$ cat config.mk
export PLATFORM = sky130hd
export DESIGN_NAME = regfile_port_master_flat
export DESIGN_NICKNAME = d
export VERILOG_FILES = /design/src/rtl/regfile_pkg.sv /design/src/rtl/regfile_port_master_if.sv /design/src/rtl/reg_addr_decoder.sv /design/src/rtl/regfile_port_master.sv /design/src/flat_wrapper.sv
export SDC_FILE = /design/constraint.sdc
export NUM_CORES = 1
export LEC_CHECK = 0
export CORE_AREA = 10 10 98 100
export CTS_CLUSTER_SIZE = 14
export DETAILED_ROUTE_END_ITERATION = 7
export DIE_AREA = 0 0 108 110
export GPL_ROUTABILITY_DRIVEN = 0
export MAX_ROUTING_LAYER = met4
export PLACE_DENSITY = 0.77
export SLEW_MARGIN = 5
export SYNTH_ARGS = -nofsm -noshare
export SYNTH_HDL_FRONTEND = slang
export SYNTH_SLANG_ARGS = --single-unit
$ cat constraint.sdc
create_clock -name clk -period 3.4 [get_ports clk]
set_input_delay 0.68 -clock clk [delete_from_list [all_inputs] [get_ports clk]]
set_output_delay 0.68 -clock clk [all_outputs]
set_load 0.02 [all_outputs]
$ cat src/rtl/regfile_pkg.sv
// Shared definitions for the register-file port master.
//   - op codes carried on req_op
//   - FSM state encoding
//   - default bus/array geometry
package regfile_pkg;

    localparam int DATA_WIDTH_DEF = 16;
    localparam int NUM_REGS_DEF   = 8;
    localparam int ADDR_WIDTH_DEF = 3;

    typedef enum logic [1:0] {
        OP_READ  = 2'b00,
        OP_WRITE = 2'b01,
        OP_READ2 = 2'b10,
        OP_MOVE  = 2'b11
    } op_e;

    typedef enum logic [2:0] {
        ST_IDLE,
        ST_RD_A,
        ST_RD_B,
        ST_WR,
        ST_RESP
    } state_e;

    // Ops whose second address takes part in the access (and the range check).
    function automatic logic op_uses_b(input op_e op);
        return (op == OP_READ2) || (op == OP_MOVE);
    endfunction

endpackage

$ cat src/rtl/regfile_port_master_if.sv
// Bundle of request/response handshake and register-array strobes/buses.
//   master : the port master (accepts requests, drives strobes, samples read bus)
//   slave  : the requester plus register array on the other side
interface regfile_port_master_if #(
    parameter int DATA_WIDTH = 16,
    parameter int NUM_REGS   = 8,
    parameter int ADDR_WIDTH = 3
);
    logic                  req_valid;
    logic                  req_ready;
    logic [1:0]            req_op;
    logic [ADDR_WIDTH-1:0] req_addr_a;
    logic [ADDR_WIDTH-1:0] req_addr_b;
    logic [DATA_WIDTH-1:0] req_wdata;
    logic                  rsp_valid;
    logic                  rsp_ready;
    logic [DATA_WIDTH-1:0] rsp_data_a;
    logic [DATA_WIDTH-1:0] rsp_data_b;
    logic                  rsp_err;
    logic [NUM_REGS-1:0]   reg_read_en;
    logic [NUM_REGS-1:0]   reg_write_en;
    logic [DATA_WIDTH-1:0] reg_write_data;
    logic [DATA_WIDTH-1:0] reg_read_bus;

    modport master (
        input  req_valid, req_op, req_addr_a, req_addr_b, req_wdata, rsp_ready, reg_read_bus,
        output req_ready, rsp_valid, rsp_data_a, rsp_data_b, rsp_err,
               reg_read_en, reg_write_en, reg_write_data
    );

    modport slave (
        output req_valid, req_op, req_addr_a, req_addr_b, req_wdata, rsp_ready, reg_read_bus,
        input  req_ready, rsp_valid, rsp_data_a, rsp_data_b, rsp_err,
               reg_read_en, reg_write_en, reg_write_data
    );
endinterface

$ cat src/rtl/reg_addr_decoder.sv
// Register address decoder.
//   addr_i   : register address
//   en_i     : gates the one-hot output
//   onehot_o : one bit per register, set for addr_i when enabled and in range
//   oor_o    : addr_i >= NUM_REGS (independent of en_i)
module reg_addr_decoder #(
    parameter int NUM_REGS   = 8,
    parameter int ADDR_WIDTH = 3
) (
    input  logic [ADDR_WIDTH-1:0] addr_i,
    input  logic                  en_i,
    output logic [NUM_REGS-1:0]   onehot_o,
    output logic                  oor_o
);
    // One extra bit so NUM_REGS == 2**ADDR_WIDTH is representable.
    localparam logic [ADDR_WIDTH:0] LIMIT = (ADDR_WIDTH+1)'(NUM_REGS);

    for (genvar i = 0; i < NUM_REGS; i++) begin : g_dec
        assign onehot_o[i] = en_i && (addr_i == ADDR_WIDTH'(i));
    end

    assign oor_o = {1'b0, addr_i} >= LIMIT;
endmodule

$ cat src/rtl/regfile_port_master.sv
// Register-file port master: turns READ/WRITE/READ2/MOVE requests into
// registered one-hot read/write strobes, drives shared write data and samples
// the shared read bus at the edge ending each read cycle.
//   clk, rst : clock, asynchronous active-high reset
//   bus      : request/response handshake and register-array signals
module regfile_port_master
    import regfile_pkg::*;
#(
    parameter int DATA_WIDTH = DATA_WIDTH_DEF,
    parameter int NUM_REGS   = NUM_REGS_DEF,
    parameter int ADDR_WIDTH = ADDR_WIDTH_DEF
) (
    input  logic                  clk,
    input  logic                  rst,
    regfile_port_master_if.master bus
);
    state_e                state_q, state_d;
    op_e                   op_q, op_d;
    logic [ADDR_WIDTH-1:0] addr_a_q, addr_a_d, addr_b_q, addr_b_d;
    logic [DATA_WIDTH-1:0] wr_data_q, wr_data_d;
    logic [DATA_WIDTH-1:0] rsp_a_q, rsp_a_d, rsp_b_q, rsp_b_d;
    logic                  rsp_err_q, rsp_err_d;
    logic [NUM_REGS-1:0]   rd_en_q, rd_en_d, wr_en_q, wr_en_d;
    logic [NUM_REGS-1:0]   oh_a, oh_b;
    logic                  oor_a, oor_b, req_ready, accept, addr_err;

    assign req_ready = (state_q == ST_IDLE) && !rst;
    assign accept    = bus.req_valid && req_ready;

    // Request fields are latched on accept; decode from the next-state copies
    // so strobes can be registered in the same edge that accepts.
    assign op_d     = accept ? op_e'(bus.req_op) : op_q;
    assign addr_a_d = accept ? bus.req_addr_a : addr_a_q;
    assign addr_b_d = accept ? bus.req_addr_b : addr_b_q;

    reg_addr_decoder #(.NUM_REGS(NUM_REGS), .ADDR_WIDTH(ADDR_WIDTH)) u_dec_a (
        .addr_i(addr_a_d), .en_i(1'b1), .onehot_o(oh_a), .oor_o(oor_a)
    );
    reg_addr_decoder #(.NUM_REGS(NUM_REGS), .ADDR_WIDTH(ADDR_WIDTH)) u_dec_b (
        .addr_i(addr_b_d), .en_i(1'b1), .onehot_o(oh_b), .oor_o(oor_b)
    );

    assign addr_err = oor_a || (op_uses_b(op_d) && oor_b);

    always_comb begin
        state_d   = state_q;
        wr_data_d = '0;
        rsp_a_d   = rsp_a_q;
        rsp_b_d   = rsp_b_q;
        rsp_err_d = rsp_err_q;
        unique case (state_q)
            ST_IDLE: if (accept) begin
                rsp_a_d   = '0;
                rsp_b_d   = '0;
                rsp_err_d = 1'b0;
                if (addr_err) begin
                    rsp_err_d = 1'b1;
                    state_d   = ST_RESP;
                end else if (op_d == OP_WRITE) begin
                    wr_data_d = bus.req_wdata;
                    rsp_a_d   = bus.req_wdata;
                    state_d   = ST_WR;
                end else begin
                    state_d = ST_RD_A;
                end
            end
            ST_RD_A: begin
                rsp_a_d = bus.reg_read_bus;
                if (op_q == OP_READ2) begin
                    state_d = ST_RD_B;
                end else if (op_q == OP_MOVE) begin
                    wr_data_d = bus.reg_read_bus;
                    state_d   = ST_WR;
                end else begin
                    state_d = ST_RESP;
                end
            end
            ST_RD_B: begin
                rsp_b_d = bus.reg_read_bus;
                state_d = ST_RESP;
            end
            ST_WR:   state_d = ST_RESP;
            ST_RESP: if (bus.rsp_ready) state_d = ST_IDLE;
            default: state_d = ST_IDLE;
        endcase

        // Strobes follow the state being entered, so they are valid for
        // exactly that state's cycle and zero in IDLE/RESP.
        rd_en_d = '0;
        wr_en_d = '0;
        if (state_d == ST_RD_A) rd_en_d = oh_a;
        if (state_d == ST_RD_B) rd_en_d = oh_b;
        if (state_d == ST_WR)   wr_en_d = (op_d == OP_MOVE) ? oh_b : oh_a;
    end

    always_ff @(posedge clk or posedge rst) begin
        if (rst) begin
            state_q   <= ST_IDLE;
            op_q      <= OP_READ;
            addr_a_q  <= '0;
            addr_b_q  <= '0;
            wr_data_q <= '0;
            rsp_a_q   <= '0;
            rsp_b_q   <= '0;
            rsp_err_q <= 1'b0;
            rd_en_q   <= '0;
            wr_en_q   <= '0;
        end else begin
            state_q   <= state_d;
            op_q      <= op_d;
            addr_a_q  <= addr_a_d;
            addr_b_q  <= addr_b_d;
            wr_data_q <= wr_data_d;
            rsp_a_q   <= rsp_a_d;
            rsp_b_q   <= rsp_b_d;
            rsp_err_q <= rsp_err_d;
            rd_en_q   <= rd_en_d;
            wr_en_q   <= wr_en_d;
        end
    end

    assign bus.req_ready      = req_ready;
    assign bus.rsp_valid      = (state_q == ST_RESP);
    assign bus.rsp_data_a     = rsp_a_q;
    assign bus.rsp_data_b     = rsp_b_q;
    assign bus.rsp_err        = rsp_err_q;
    assign bus.reg_read_en    = rd_en_q;
    assign bus.reg_write_en   = wr_en_q;
    assign bus.reg_write_data = wr_data_q;
endmodule

$ cat src/flat_wrapper.sv
// flat-port wrapper written by rule: the top's interface ports become plain ports
module regfile_port_master_flat import regfile_pkg::*;
#(
    parameter int DATA_WIDTH = DATA_WIDTH_DEF,
    parameter int NUM_REGS   = NUM_REGS_DEF,
    parameter int ADDR_WIDTH = ADDR_WIDTH_DEF
)
  (clk, rst, bus_req_valid, bus_req_op, bus_req_addr_a, bus_req_addr_b, bus_req_wdata, bus_rsp_ready, bus_reg_read_bus, bus_req_ready, bus_rsp_valid, bus_rsp_data_a, bus_rsp_data_b, bus_rsp_err, bus_reg_read_en, bus_reg_write_en, bus_reg_write_data);
  regfile_port_master_if #(.DATA_WIDTH(DATA_WIDTH), .NUM_REGS(NUM_REGS), .ADDR_WIDTH(ADDR_WIDTH)) bus_i ();
  input  logic clk;
  input  logic rst;
  input wire logic [$bits(bus_i.req_valid)-1:0] bus_req_valid;
  input wire logic [$bits(bus_i.req_op)-1:0] bus_req_op;
  input wire logic [$bits(bus_i.req_addr_a)-1:0] bus_req_addr_a;
  input wire logic [$bits(bus_i.req_addr_b)-1:0] bus_req_addr_b;
  input wire logic [$bits(bus_i.req_wdata)-1:0] bus_req_wdata;
  input wire logic [$bits(bus_i.rsp_ready)-1:0] bus_rsp_ready;
  input wire logic [$bits(bus_i.reg_read_bus)-1:0] bus_reg_read_bus;
  output wire logic [$bits(bus_i.req_ready)-1:0] bus_req_ready;
  output wire logic [$bits(bus_i.rsp_valid)-1:0] bus_rsp_valid;
  output wire logic [$bits(bus_i.rsp_data_a)-1:0] bus_rsp_data_a;
  output wire logic [$bits(bus_i.rsp_data_b)-1:0] bus_rsp_data_b;
  output wire logic [$bits(bus_i.rsp_err)-1:0] bus_rsp_err;
  output wire logic [$bits(bus_i.reg_read_en)-1:0] bus_reg_read_en;
  output wire logic [$bits(bus_i.reg_write_en)-1:0] bus_reg_write_en;
  output wire logic [$bits(bus_i.reg_write_data)-1:0] bus_reg_write_data;
  assign bus_i.req_valid = bus_req_valid;
  assign bus_i.req_op = bus_req_op;
  assign bus_i.req_addr_a = bus_req_addr_a;
  assign bus_i.req_addr_b = bus_req_addr_b;
  assign bus_i.req_wdata = bus_req_wdata;
  assign bus_i.rsp_ready = bus_rsp_ready;
  assign bus_i.reg_read_bus = bus_reg_read_bus;
  assign bus_req_ready = bus_i.req_ready;
  assign bus_rsp_valid = bus_i.rsp_valid;
  assign bus_rsp_data_a = bus_i.rsp_data_a;
  assign bus_rsp_data_b = bus_i.rsp_data_b;
  assign bus_rsp_err = bus_i.rsp_err;
  assign bus_reg_read_en = bus_i.reg_read_en;
  assign bus_reg_write_en = bus_i.reg_write_en;
  assign bus_reg_write_data = bus_i.reg_write_data;
  regfile_port_master #(.DATA_WIDTH(DATA_WIDTH), .NUM_REGS(NUM_REGS), .ADDR_WIDTH(ADDR_WIDTH)) u_core (.clk(clk), .rst(rst), .bus(bus_i));
endmodule
After elaboration in Yosys (flattened, before gate mapping)
Cells that the tools add are included.
- register bits after elaboration: 75
- bits of input ports: 44
- output and inout port bits: 67
- equal/unequal tests: 26
- multiplexer cells: 22
- reductions and logical operators: 11
- operator list (cell ; count):
    $mux W16 ; 6
    $pmux W16 S2 ; 3
    $mux W8 ; 4
    $eq A3 B3 Y1 const B ; 9
    $eq A3 B2 Y1 const B ; 8
    $mux W3 ; 6
    $eq A3 B1 Y1 const B ; 4
    $pmux W3 S4 ; 1
    $logic_not A3 Y1 ; 3
    $eq A2 B2 Y1 const B ; 3
    $mux W2 ; 2
    $reduce_and A2 Y1 ; 2
    $reduce_bool A2 Y1 ; 2
    $eq A2 B1 Y1 const B ; 1
    $logic_and A1 B1 Y1 ; 2
    $ne A2 B1 Y1 const B ; 1
    $reduce_or A2 Y1 ; 1
    $logic_not A1 Y1 ; 1

Depth between registers and ports, before layout
- depth in word-level cells: 11
- mapped depth: 8

Cells and area by module
Synthesis repeated with hierarchy kept, for this count alone.
- cells, all modules: 285
- area total of the unflattened synthesis: 3314.4 um^2
- modules (own cells, without submodules) (module ; instances ; cells an instance ; area an instance (um^2) ; sequential area each (um^2)):
    regfile_port_master ; 1 ; 265 ; 3099.2 ; 1901.8
    reg_addr_decoder ; 2 ; 10 ; 107.6 ; 0.0

Worst setup path before layout
OpenSTA, ideal clock, no wires.
- path kind: input -> output
- from: input rst
- to: output bus_req_ready
- arrival: 1.351 ns
- required time: 2.720 ns
- setup slack: 1.369 ns
- stages on the path: 3
- path buffers: 1
- cells stage by stage: or4_1 -> buf_2 -> inv_2
- cells in the longest elaborated chain, start to end: 2
- RTL lines (element ; line ; RTL):
    start: declaration ; flat_wrapper.sv:11 ; input logic rst;
    $logic_not A1 Y1 (no source line) ; - ;
    $logic_and A1 B1 Y1 ; regfile_port_master.sv:27 ; assign req_ready = (state_q == ST_IDLE) && !rst;
    end: declaration ; flat_wrapper.sv:19 ; output wire logic [$bits(bus_i.req_ready)-1:0] bus_req_ready;
No other way between the ends.

Worst setup path in the final report
Same ends and word-level chain as after synthesis.

==> results.md <==
* Status: finished clean
* CP Class: primary input to primary output
* Routed len/inst at 18.4 um
* Delay-heaviest family, CP: buffers and inverters
* Placed Cells at 553
* Reg2reg path depth at 5
* Ranking of synthesized cells by area: dfrtp_1, nand2_1, a22o_1
* H-tree Lvls at 3
* Crit-path most repeated cell: clkdlybuf4s50_1
* Top-Level Pins at 111
* Placed cell areas at 0.00458 mm2
* Leak at 2.09 nW
* Reg2Reg Capture Point: u_core.bus.reg_write_en[5]
* Reg2Reg Setup Slack at 1.19 ns
* Hold wc startpoint: u_core.state_q[2]
* Synthesized flop and latch total at 75
* CTS Buf Count at 9
* Max cap viols at 0
* Hold WC Path Type: flop to flop
* Die height at roughly 110 um
* Final hold viol count at 0
* Distinct cells, synth at 40
* Fmax achieved at ~0.34 GHz
* Synthesis-to-finish area growth at 41.4%
* # clock sinks at 75
* RSZ-0062 raised after global routing: no
* Pwr Total at 3.68 mW
* Syn Inst Count at 360
* Synth Warn # at 0
* Hold_buf cts at 0
* Final non-filler cell total at 569
* Post-CTS Setup Bufs at 0
* Worst skew pair latency at 0.35 ns
* Final Setup Violations at 0
* Final instance area at 0.00482 mm2
* DRT iter0 DRCs at 299
* Vias per std cell at 5.61
* Residual DRC count at 0
* Register area share after synthesis at 55.1%
* Crit-path max cell delay at 0.61 ns
* Cell Pwr Density at roughly 760 mW/mm2
* Critical Path Source Type: primary input
* Arr. time, crit path at 2.29 ns
* Total wire length at 10.5 mm
* Die Area at 0.0119 mm2
* Final number of max-transition violations at 0
* Pre-antenna DRT Iters at 7
* Core area at 0.00765 mm2
* Initial Utilization at 44.6%
* Post_cts resized at 0
* Crit path required time at 2.72 ns
* Setup_tns at 0 ns
* Final min period at just under 3 ns
* CTS Buffer Depth at 2
* Mapped Avg Cell Area at 9.46 um2
* Global-route wire length before repair at 16.4 mm
* Clock skew at 0.00882 ns
* EDFF count, synth at 0
* Worst setup margin at 0.428 ns
* Synth top area share at 55.1%
* CP Cell Sequence: clkdlybuf4s50_1 -> or4_1 -> inv_2 -> clkdlybuf4s50_1
* Yosys top cell by area: dfrtp_1
* DPL Wire Length at 7.80 mm
* Hold-critical path depth at 1
* Post-synthesis cell area at 0.00341 mm2
* Period utilization at 87.4%
* Setup crit start: rst
* CP Max Fanout at 2
* Hold slack at around 0.52 ns
* Die Span X at ~110 um
* Grt total ovfl at 0
* Async SR Flop Fraction at 100%
* Post-detailed-route count of antenna-violating nets at 0
* Vias in the first global route at roughly 3,100
* Relative slew slack at 56.2%
* Crit. End Element: primary output
* Setup WS pre-CTS at 0.412 ns
* Top-count cell post-synth: nand2_1
* Final Util at 63.0%
* Pin count of the biggest net entering global routing at 46
* Max VDD drop at 467 uV
* Root Buffer: clkbuf_8
* Worst-Margin Slew at roughly 0.66 ns
* GRT Total Usage at 17.8%
* Fin nets at 506
* Post-synth top flop: dfrtp_1
* Initial antenna violation count at 0
* TritonCTS clock tree: done
* Slowest stage cell, crit path: clkdlybuf4s50_1
* Site Rows at 32
* Buf/Inv on CP at 3
* Top cells by count, synth: nand2_1, dfrtp_1, nor2_1, o21ai_0
* Vias post-DR at between 3,000 and 4,000
* Port Buffer Count at 109
* Reg-to-Reg Start: u_core.state_q[2]
* Layout cells sized above 1 at between 7 and 8%
* CTS clock-pin slew for the worst setup and hold paths at 0.07 ns
* Syn_nets at 404
* Diodes inserted at 0
* Endpoint, Worst Hold: u_core.state_q[2]
metal layers:
layer	GRT usage, %	share of wire [%]	up-vias
met1	22.9	42	1489
met2	27.0	48	207
met4	6.39	1.7	0
li1	-	-	1478
met5	-	0	-
met3	4.06	9.1	18
registers in the layout (all words and copies together) (netlist names):
signal / cells
u_core.bus.reg_write_data: 16
u_core.state_q: 3
u_core.bus.reg_read_en: 8
u_core.bus.reg_write_en: 8
u_core.addr_a_q: 3
u_core.addr_b_q: 3
u_core.bus.rsp_data_b: 16
u_core.op_q: 2
u_core.bus.rsp_data_a: 16
cell type report:
| cell class | count | area [um2] |
|---|---|---|
| Sequential cell | 75 | 1880 |
| Clock inverter | 5 | 83.8 |
| Clock buffer | 11 | 151 |
| Multi-Input combinational cell | 249 | 1370 |
| Inverter | 8 | 30.0 |
| Timing Repair Buffer | 119 | 1180 |
| Tap cell | 102 | 128 |
| Fill cell | 628 | 2830 |
how the worst max path moves through the flow:
stage / to / slack, ns / depth (start not counted)
finish: bus_req_ready / 0.43 / 4
CTS: bus_req_ready / 0.41 / 4
floorplan: u_core.addr_a_q[0] / 0.81 / 1
detailed placement: bus_req_ready / 0.41 / 4
global placement: bus_req_ready / 0.41 / 4
global route: bus_req_ready / 0.38 / 4
worst reg2reg max path: stages (launching register included):
cell and delay, ns:
dfrtp_1 0.42, or4_1 0.61, buf_4 0.20, nor3_4 0.44, nor2_2 0.20, nor3_1 0.26
cells in the final DEF, fill, tap and decap left out, types with 4 or more instances in the layout:
master,instances
o21ai_0,21
mux2i_1,5
nand3_1,18
nand2_1,76
a22o_1,14
buf_4,9
a31oi_1,18
a221oi_1,10
o22ai_1,7
nor3_1,10
and3_1,5
clkbuf_8,11
clkdlybuf4s50_1,109
nor2_1,29
nand2b_1,4
inv_1,6
nor3b_1,4
dfrtp_1,75
report_power, final:
part / internal [mW] / switching [mW] / leakage (nW) / total [mW]
clock network: 0.456 / 0.335 / 0.112 / 0.791
registers: 1.16 / 0.194 / 0.993 / 1.35
logic: 0.673 / 0.857 / 0.982 / 1.53
total: 2.29 / 1.39 / 2.09 / 3.68
cells by family (layout without fill, tap and decap cells):
logic type	Yosys count	after routing	share of synthesized area (%)
AND/OR/NAND/NOR	160	160	21.5
flip-flops	75	75	55.1
other	1	1	0.110
buffers and inverters	36	143	4.88
multiplexers	5	5	1.47
AO/OA/AOI/OAI	83	83	16.9
(Power assumes the default switching activity.)
